## src/rtl/star_pkg.sv

```systemverilog
// Shared constants and FSM state type for the star scanner and the
// downstream top/bottom finder.
//   X_RES/Y_RES   : frame size in pixels
//   X_W/Y_W       : coordinate widths
//   ADDR_W        : frame RAM address width
//   COL_W         : pixel value width
//   THRESHOLD     : a pixel is lit when its value is strictly greater
//   CNT_W         : per-frame star counter width
package star_pkg;

    localparam int X_RES     = 6;
    localparam int Y_RES     = 6;
    localparam int X_W       = 3;
    localparam int Y_W       = 3;
    localparam int ADDR_W    = 6;
    localparam int COL_W     = 3;
    localparam int THRESHOLD = 0;
    localparam int CNT_W     = 4;

    typedef enum logic [2:0] {
        IDLE,
        FETCH,
        EVAL,
        FOUND,
        WAIT_DONE,
        DONE
    } state_t;

endpackage

```

## src/rtl/scan_addr_xlate.sv

```systemverilog
// Pixel coordinate to frame RAM address: addr = y*6 + x.
// Ports:
//   x    in  X_W     column
//   y    in  Y_W     row
//   addr out ADDR_W  linear RAM address
// The multiply by the 6-pixel row width is done as (y<<2) + (y<<1) on
// zero-extended operands; the finder stage uses this same module so both
// sides agree on the memory layout.
module scan_addr_xlate #(
    parameter int X_W    = 3,
    parameter int Y_W    = 3,
    parameter int ADDR_W = 6
) (
    input  logic [X_W-1:0]    x,
    input  logic [Y_W-1:0]    y,
    output logic [ADDR_W-1:0] addr
);

    logic [ADDR_W-1:0] x_ext;
    logic [ADDR_W-1:0] y_ext;

    assign x_ext = ADDR_W'(x);
    assign y_ext = ADDR_W'(y);
    assign addr  = (y_ext << 2) + (y_ext << 1) + x_ext;

endmodule

```

## src/rtl/star_scanner.sv

```systemverilog
// Raster-scans the frame RAM for lit pixels, hands each new star to the
// top/bottom finder and skips pixels inside the box it returns.
// Ports:
//   clk, reset          clock, async active-high reset
//   start               begin a frame scan (IDLE only)
//   mem_addr, pix_val   synchronous RAM read port (1-cycle latency)
//   star_found          one-cycle pulse, new star at (star_x, star_y)
//   done_in, box_*      finder completion and the star's bounding box
//   busy                high outside IDLE
//   scan_done           one-cycle pulse at end of frame
//   star_count          stars found this frame, saturating
//
// state     | meaning
// ----------+--------------------------------------------------------
// IDLE      | waiting for start
// FETCH     | address of pixel (x,y) on mem_addr
// EVAL      | pix_val valid; decide hit / advance / finish
// FOUND     | star_found pulse to the finder
// WAIT_DONE | waiting for the finder's box
// DONE      | scan_done pulse
module star_scanner #(
    parameter int X_W       = star_pkg::X_W,
    parameter int Y_W       = star_pkg::Y_W,
    parameter int ADDR_W    = star_pkg::ADDR_W,
    parameter int COL_W     = star_pkg::COL_W,
    parameter int X_RES     = star_pkg::X_RES,
    parameter int Y_RES     = star_pkg::Y_RES,
    parameter int THRESHOLD = star_pkg::THRESHOLD,
    parameter int CNT_W     = star_pkg::CNT_W
) (
    input  logic              clk,
    input  logic              reset,
    input  logic              start,
    output logic [ADDR_W-1:0] mem_addr,
    input  logic [COL_W-1:0]  pix_val,
    output logic              star_found,
    output logic [X_W-1:0]    star_x,
    output logic [Y_W-1:0]    star_y,
    input  logic              done_in,
    input  logic [Y_W-1:0]    box_top,
    input  logic [Y_W-1:0]    box_bottom,
    input  logic [X_W-1:0]    box_right,
    output logic              busy,
    output logic              scan_done,
    output logic [CNT_W-1:0]  star_count
);

    import star_pkg::*;

    state_t            state, next_state;
    logic [X_W-1:0]    x;
    logic [Y_W-1:0]    y;
    logic [ADDR_W-1:0] addr_xlate;
    logic [ADDR_W-1:0] addr_q;
    logic              box_valid;
    logic [Y_W-1:0]    top_q, bottom_q;
    logic [X_W-1:0]    right_q;
    logic              lit, in_box, hit, last_pix, x_wrap;

    scan_addr_xlate #(.X_W(X_W), .Y_W(Y_W), .ADDR_W(ADDR_W)) u_xlate (
        .x    (x),
        .y    (y),
        .addr (addr_xlate)
    );

    // The RAM samples the address at the end of FETCH, so the new address
    // must be visible combinationally during FETCH; it is then held.
    assign mem_addr = (state == FETCH) ? addr_xlate : addr_q;

    // star_x is the left edge of the current exclusion box.
    assign lit      = pix_val > COL_W'(THRESHOLD);
    assign in_box   = box_valid && (top_q <= y) && (y <= bottom_q)
                      && (star_x <= x) && (x <= right_q);
    assign hit      = lit && !in_box;
    assign x_wrap   = (x == X_W'(X_RES - 1));
    assign last_pix = x_wrap && (y == Y_W'(Y_RES - 1));

    always_ff @(posedge clk or posedge reset) begin
        if (reset) state <= IDLE;
        else       state <= next_state;
    end

    always_comb begin
        next_state = state;
        star_found = 1'b0;
        scan_done  = 1'b0;
        busy       = (state != IDLE);
        case (state)
            IDLE:      if (start) next_state = FETCH;
            FETCH:     next_state = EVAL;
            EVAL: begin
                if (hit)           next_state = FOUND;
                else if (last_pix) next_state = DONE;
                else               next_state = FETCH;
            end
            FOUND: begin
                star_found = 1'b1;
                next_state = WAIT_DONE;
            end
            WAIT_DONE: if (done_in) next_state = last_pix ? DONE : FETCH;
            DONE: begin
                scan_done  = 1'b1;
                next_state = IDLE;
            end
            default:   next_state = IDLE;
        endcase
    end

    always_ff @(posedge clk or posedge reset) begin
        if (reset) begin
            x          <= '0;
            y          <= '0;
            addr_q     <= '0;
            star_x     <= '0;
            star_y     <= '0;
            star_count <= '0;
            box_valid  <= 1'b0;
            top_q      <= '0;
            bottom_q   <= '0;
            right_q    <= '0;
        end else begin
            case (state)
                IDLE: if (start) begin
                    x          <= '0;
                    y          <= '0;
                    star_count <= '0;
                    box_valid  <= 1'b0;
                end
                FETCH: addr_q <= addr_xlate;
                EVAL: begin
                    if (hit) begin
                        star_x <= x;
                        star_y <= y;
                        if (star_count != '1) star_count <= star_count + 1'b1;
                    end else if (!last_pix) begin
                        x <= x_wrap ? '0 : x + 1'b1;
                        if (x_wrap) y <= y + 1'b1;
                    end
                end
                WAIT_DONE: if (done_in) begin
                    top_q     <= box_top;
                    bottom_q  <= box_bottom;
                    right_q   <= box_right;
                    box_valid <= 1'b1;
                    if (!last_pix) begin
                        x <= x_wrap ? '0 : x + 1'b1;
                        if (x_wrap) y <= y + 1'b1;
                    end
                end
                default: ;
            endcase
        end
    end

endmodule

```

## config.mk

```make
export PLATFORM = sky130hd
export DESIGN_NAME = star_scanner
export DESIGN_NICKNAME = d
export VERILOG_FILES = /design/src/rtl/star_pkg.sv /design/src/rtl/scan_addr_xlate.sv /design/src/rtl/star_scanner.sv
export SDC_FILE = /design/constraint.sdc
export NUM_CORES = 1
export LEC_CHECK = 0
export BUFFER_PORTS_ARGS = -buffer_cell sky130_fd_sc_hd__buf_2
export CAP_MARGIN = 40
export CORE_MARGIN = 2
export CORE_UTILIZATION = 40
export CTS_CLUSTER_SIZE = 16
export DETAILED_ROUTE_END_ITERATION = 10
export GPL_TIMING_DRIVEN = 0
export PLACE_DENSITY = 0.72
export REMOVE_ABC_BUFFERS = 1
export SYNTH_ARGS = -nofsm -noshare
export SYNTH_HDL_FRONTEND = slang
export SYNTH_SLANG_ARGS = --single-unit
```

## constraint.sdc

```tcl
create_clock -name clk -period 5 [get_ports clk]
set_input_delay 0.5 -clock clk [delete_from_list [all_inputs] [get_ports clk]]
set_output_delay 0.5 -clock clk [all_outputs]
set_load 0.1 [all_outputs]
```

Word level (Yosys, flattened, before mapping)
Cells that the tools add are included.
{"block": "op_classes", "n_eq_ne": 13, "reduce_logical": 18, "n_lt_le_gt_ge": 5, "n_addsub": 5, "mux": 26}
{"cell": "$mux W3", "n": 13}
{"cell": "$pmux W3 S3", "n": 2}
{"cell": "$pmux W3 S5", "n": 1}
{"cell": "$eq A3 B3 Y1 const B", "n": 4}
{"cell": "$le A3 B3 Y1", "n": 4}
{"cell": "$mux W4", "n": 3}
{"cell": "$ne A2 B2 Y1 const B", "n": 5}
{"cell": "$pmux W4 S2", "n": 1}
{"cell": "$reduce_and A4 Y1", "n": 2}
{"cell": "$add A3 B1 Y3 const B", "n": 2}
{"cell": "$add A5 B4 Y6", "n": 1}
{"cell": "$add A6 B3 Y6", "n": 1}
{"cell": "$eq A3 B2 Y1 const B", "n": 2}
{"cell": "$logic_and A1 B1 Y1", "n": 6}
{"cell": "$mux W6", "n": 1}
{"cell": "$reduce_and A2 Y1", "n": 3}
{"cell": "$reduce_bool A3 Y1", "n": 2}
{"cell": "$add A4 B1 Y4 const B", "n": 1}
{"cell": "$mux W1", "n": 4}
{"cell": "$ne A4 B4 Y1 const B", "n": 1}
{"cell": "$reduce_bool A2 Y1", "n": 2}
{"cell": "$eq A3 B1 Y1 const B", "n": 1}
{"cell": "$gt A3 B1 Y1 const B", "n": 1}
{"cell": "$logic_not A3 Y1", "n": 1}
{"cell": "3 further kinds", "n": 3}
{"block": "word_totals", "inputBits": 16, "out_inout_bits": 19, "ff_bits": 35}

Longest topological paths before layout
{"block": "depth", "depth_word": 9, "mapped_depth": 9, "depth_no_buf": 8}

By module
From an unflattened synthesis, not the netlist that was laid out.
{"block": "hier_totals", "cells_unflattened": 202, "hier_area_um2": 2163.3}
{"module": "star_scanner", "cells_per_inst": 182, "n_inst": 1, "area_per_inst_um2": 2000.7}
{"module": "scan_addr_xlate", "cells_per_inst": 20, "n_inst": 1, "area_per_inst_um2": 162.7}

Worst setup path before layout
Ideal clock, no wire load.
{"block": "synth_path", "path_kind": "register to output", "start": "register y[0]", "end": "output mem_addr[3]", "stages_incl_launch_ff": 6, "t_arrival_ns": 3.124, "n_path_buf": 0, "required_time_ns": 4.500, "path_slack_ns": 1.376, "path_cell_list": "dfrtp_1 > fa_1 > ha_1 > inv_1 > fa_1 > a21oi_1"}
{"block": "synth_via", "elab_chain_cells": 3}
{"item": "start: declaration", "line": "star_scanner.sv:52", "text": "logic [Y_W-1:0] y;"}
{"item": "start signal: assignment", "line": "star_scanner.sv:137", "text": "if (x_wrap) y <= y + 1'b1;"}
{"item": "start signal: assignment", "line": "star_scanner.sv:147", "text": "if (x_wrap) y <= y + 1'b1;"}
{"item": "$add A5 B4 Y6", "line": "scan_addr_xlate.sv:24", "text": "assign addr = (y_ext << 2) + (y_ext << 1) + x_ext;"}
{"item": "$add A6 B3 Y6", "line": "scan_addr_xlate.sv:24"}
{"item": "$mux W6"}
{"item": "end: declaration", "line": "star_scanner.sv:34", "text": "output logic [ADDR_W-1:0] mem_addr,"}
Every way passes these cells.

Final worst setup path
{"block": "layout_path", "start": "register y[0]", "end": "output mem_addr[4]"}
Same word-level chain as after synthesis.

==> flow_summary.json <==
{
  "row_count": 25,
  "timing.hold.worst.class": "input pin to async pin",
  "rsz0062_at_grt": "false",
  "cts_root_buf": "clkbuf_8",
  "routed_wl_mm": 3.84,
  "footprint_of_the_multi_input_gates_sq_um": 1020,
  "worst_skew_pair.late_latency_ns": 0.29,
  "synth-warning-count": 0,
  "synth_cell_type_count": 43,
  "number_of_antenna_violations_at_the_first_check_in_global_routing": 0,
  "register_area_sq_um": 876,
  "largest_net_degree_at_the_start_of_global_routing": 20,
  "cts_hold_buffers": 0,
  "endpoint_kind": "output port",
  "dr_total_vias": 1535,
  "area_growth_pct": 16.9,
  "grt_overflow_total": 0,
  "crit_path_max_fanout": 8,
  "hpwlAfterDp_mm": 2.95,
  "run_status": "finished, final reports clean",
  "finalSetupViolCount": 0,
  "tightest_slew_ns": 0.714,
  "drv.max_cap_violation_count": 0,
  "setup.worst_path.class": "flop to output port",
  "ios": 35,
  "antenna-diode-count": 0,
  "worst_slew_margin_rel_pct": 52.3,
  "n_fill_cell": 489,
  "cts_max_level": 2,
  "grt_first_pass_wirelength_mm": 6.49,
  "cts_setup_buffers": 0,
  "hold_viol": 0,
  "min_period_ns": 3.21,
  "synthesis.instances": 202,
  "fmaxAchievable_mhz": 312,
  "routed_via_density": 5.02,
  "tot_gr_track_use_pct": 15.3,
  "post-route-period-util_pct": 64.1,
  "synth_seq_area_share_pct": 43.3,
  "drt-wirelength-per-cell_um": 12.5,
  "cts-root-to-sink-buffers": 2,
  "async_flop_share_pct": 100,
  "die_h_um": 75.1,
  "die_x_um": 75.1,
  "netlist_area_sq_um": 2020,
  "start_util_pct": 42.0,
  "synth_edf_count": 0,
  "drc_errors": 0,
  "detailedRoute.firstIterationViolations": 63,
  "synth-main-ff-cell": "dfrtp_1",
  "worst_ep_required_time_ns": 4.50,
  "detail-route-antenna-nets": 0,
  "cts.clk_slew.worst_paths_ns": 0.08,
  "fp.coreArea_sq_um": 4820,
  "gp_congestion": 0.834,
  "first_global_vias": 1466,
  "post_synth.cell_area_avg_sq_um": 10.0,
  "cts-buffers-inserted": 5,
  "port-buffer-count": 34,
  "cts-resized-gates": 0,
  "drt_pass1_iterations": 4,
  "setup-tns-final_ns": 0,
  "tritoncts_clock_tree": "yes",
  "timing_max_transition_violations_final": 0,
  "design.die.area_sq_um": 5650,
  "final.setup_skew_ns": 0.0108,
  "clock_sinks": 35,
  "drive_gt1_share_pct": 24.7,
  "num-nets-final": 276,
  "critPathLaunchType": "flop",
  "postSynthRegisterBits": 35,
  "arrival_ns": 2.71
}
==> per-stage QoR <==
step	instance area [sq um]	util [%]	setup slack, ns	instances	hold slack, ns
4_1_cts	2370	49.1	1.78	306	0.333
6_report	2370	49.1	1.79	306	0.307
3_5_place_dp	2270	47.1	2.13	298	0.467
3_3_place_gp	2240	46.5	2.12	297	0.460
5_1_grt	2370	49.1	1.63	306	0.371
2_1_floorplan	1990	-	1.38	196	0.449
==> final cells by class <==
class	instances	area share, %
multi-input combinational	136	42.9
sequential	35	37.0
timing repair buffer	35	8.36
inverter	25	3.97
tap	67	3.54
clock buffer	6	3.49
clock inverter	2	0.687
==> final timing paths <==
path,startpoint,end,slack (ns),cells past startpoint
setup / recovery,y[0]$_DFFE_PP0P_,mem_addr[4],1.79,7
hold / removal,reset,star_count[3]$_DFFE_PP0P_,0.31,2
setup reg to reg,y[1]$_DFFE_PP0P_,x[2]$_DFFE_PP0P_,2.39,8
hold reg to reg,star_y[2]$_DFFE_PP0P_,star_y[2]$_DFFE_PP0P_,0.48,2
max in group asynchronous,reset,addr_q[4]$_DFF_PP0_,4.14,3
min in group clk,box_top[0],top_q[0]$_DFFE_PP0P_,0.40,3
==> sequential cells by signal, indices dropped and copies added (netlist names) <==
signal and flops:
star_count 4, star_y 3, star_x 3, right_q 3
top_q 3, y 3, x 3, addr_q 6
bottom_q 3, state 3, box_valid 1
==> kinds of logic (layout without fill, tap and decap cells) <==
family	Yosys count	count (layout)	synth area share (%)
mux	8	8	4.45
fa+ha+maj	22	22	14.3
simple gates	55	55	14.2
buf+inv	31	68	6.55
flops	35	35	43.3
xor+xnor	1	1	0.433
compound gates	50	50	16.8
==> critical path, cell delays in order (launching register included) <==
cell and delay (ns):
dfrtp_1 0.51, fa_1 0.59, ha_1 0.17, inv_1 0.05, fa_1 0.37, xnor2_1 0.14, mux2_2 0.17, buf_2 0.42
==> synthesized netlist by cell type (2+ instances only) <==
cell type | number | area, sq um
a21o_1 | 5 | 37.5
nor3_1 | 5 | 25.0
buf_6 | 2 | 22.5
inv_1 | 22 | 82.6
or4_1 | 2 | 15.0
a31oi_1 | 2 | 12.5
clkbuf_1 | 3 | 11.3
dfrtp_1 | 35 | 876
inv_2 | 3 | 11.3
mux2_1 | 2 | 22.5
mux2_2 | 6 | 67.6
o211ai_1 | 4 | 30.0
a21oi_1 | 6 | 30.0
nand3_1 | 8 | 40.0
o21ai_1 | 10 | 50.1
ha_1 | 20 | 250
nand2b_1 | 2 | 12.5
fa_1 | 2 | 40.0
a22o_1 | 4 | 35.0
o21ai_0 | 6 | 30.0
nand2_1 | 20 | 75.1
nor2_1 | 10 | 37.5
a211oi_1 | 3 | 22.5
==> placed cells by master, fill, tap and decap left out, types with 2 or more instances in the layout <==
cell / instances
ha_1: 20
nand2b_1: 2
or4_1: 2
nand2_1: 20
o211ai_1: 4
nor2_1: 10
clkbuf_8: 6
o21ai_0: 6
nand3_1: 8
inv_2: 3
fa_1: 2
inv_1: 22
dfrtp_1: 35
nor3_1: 5
buf_2: 34
a21oi_1: 6
o21ai_1: 10
mux2_2: 6
a21o_1: 5
mux2_1: 2
a211oi_1: 3
a22o_1: 4
a31oi_1: 2
==> metal layers <==
metal | wire (um) | track usage (%) | vias up
met2 | 1790 | 24.7 | 27
met4 | 57 | 6.04 | 0
met5 | 0 | 0 | -
li1 | - | - | 782
met3 | 181 | 4.69 | 5
met1 | 1810 | 19.3 | 721
Power is left out: the tool's default activity adds up to more than one toggle a clock period on the data nets, which glitch-free logic cannot reach.
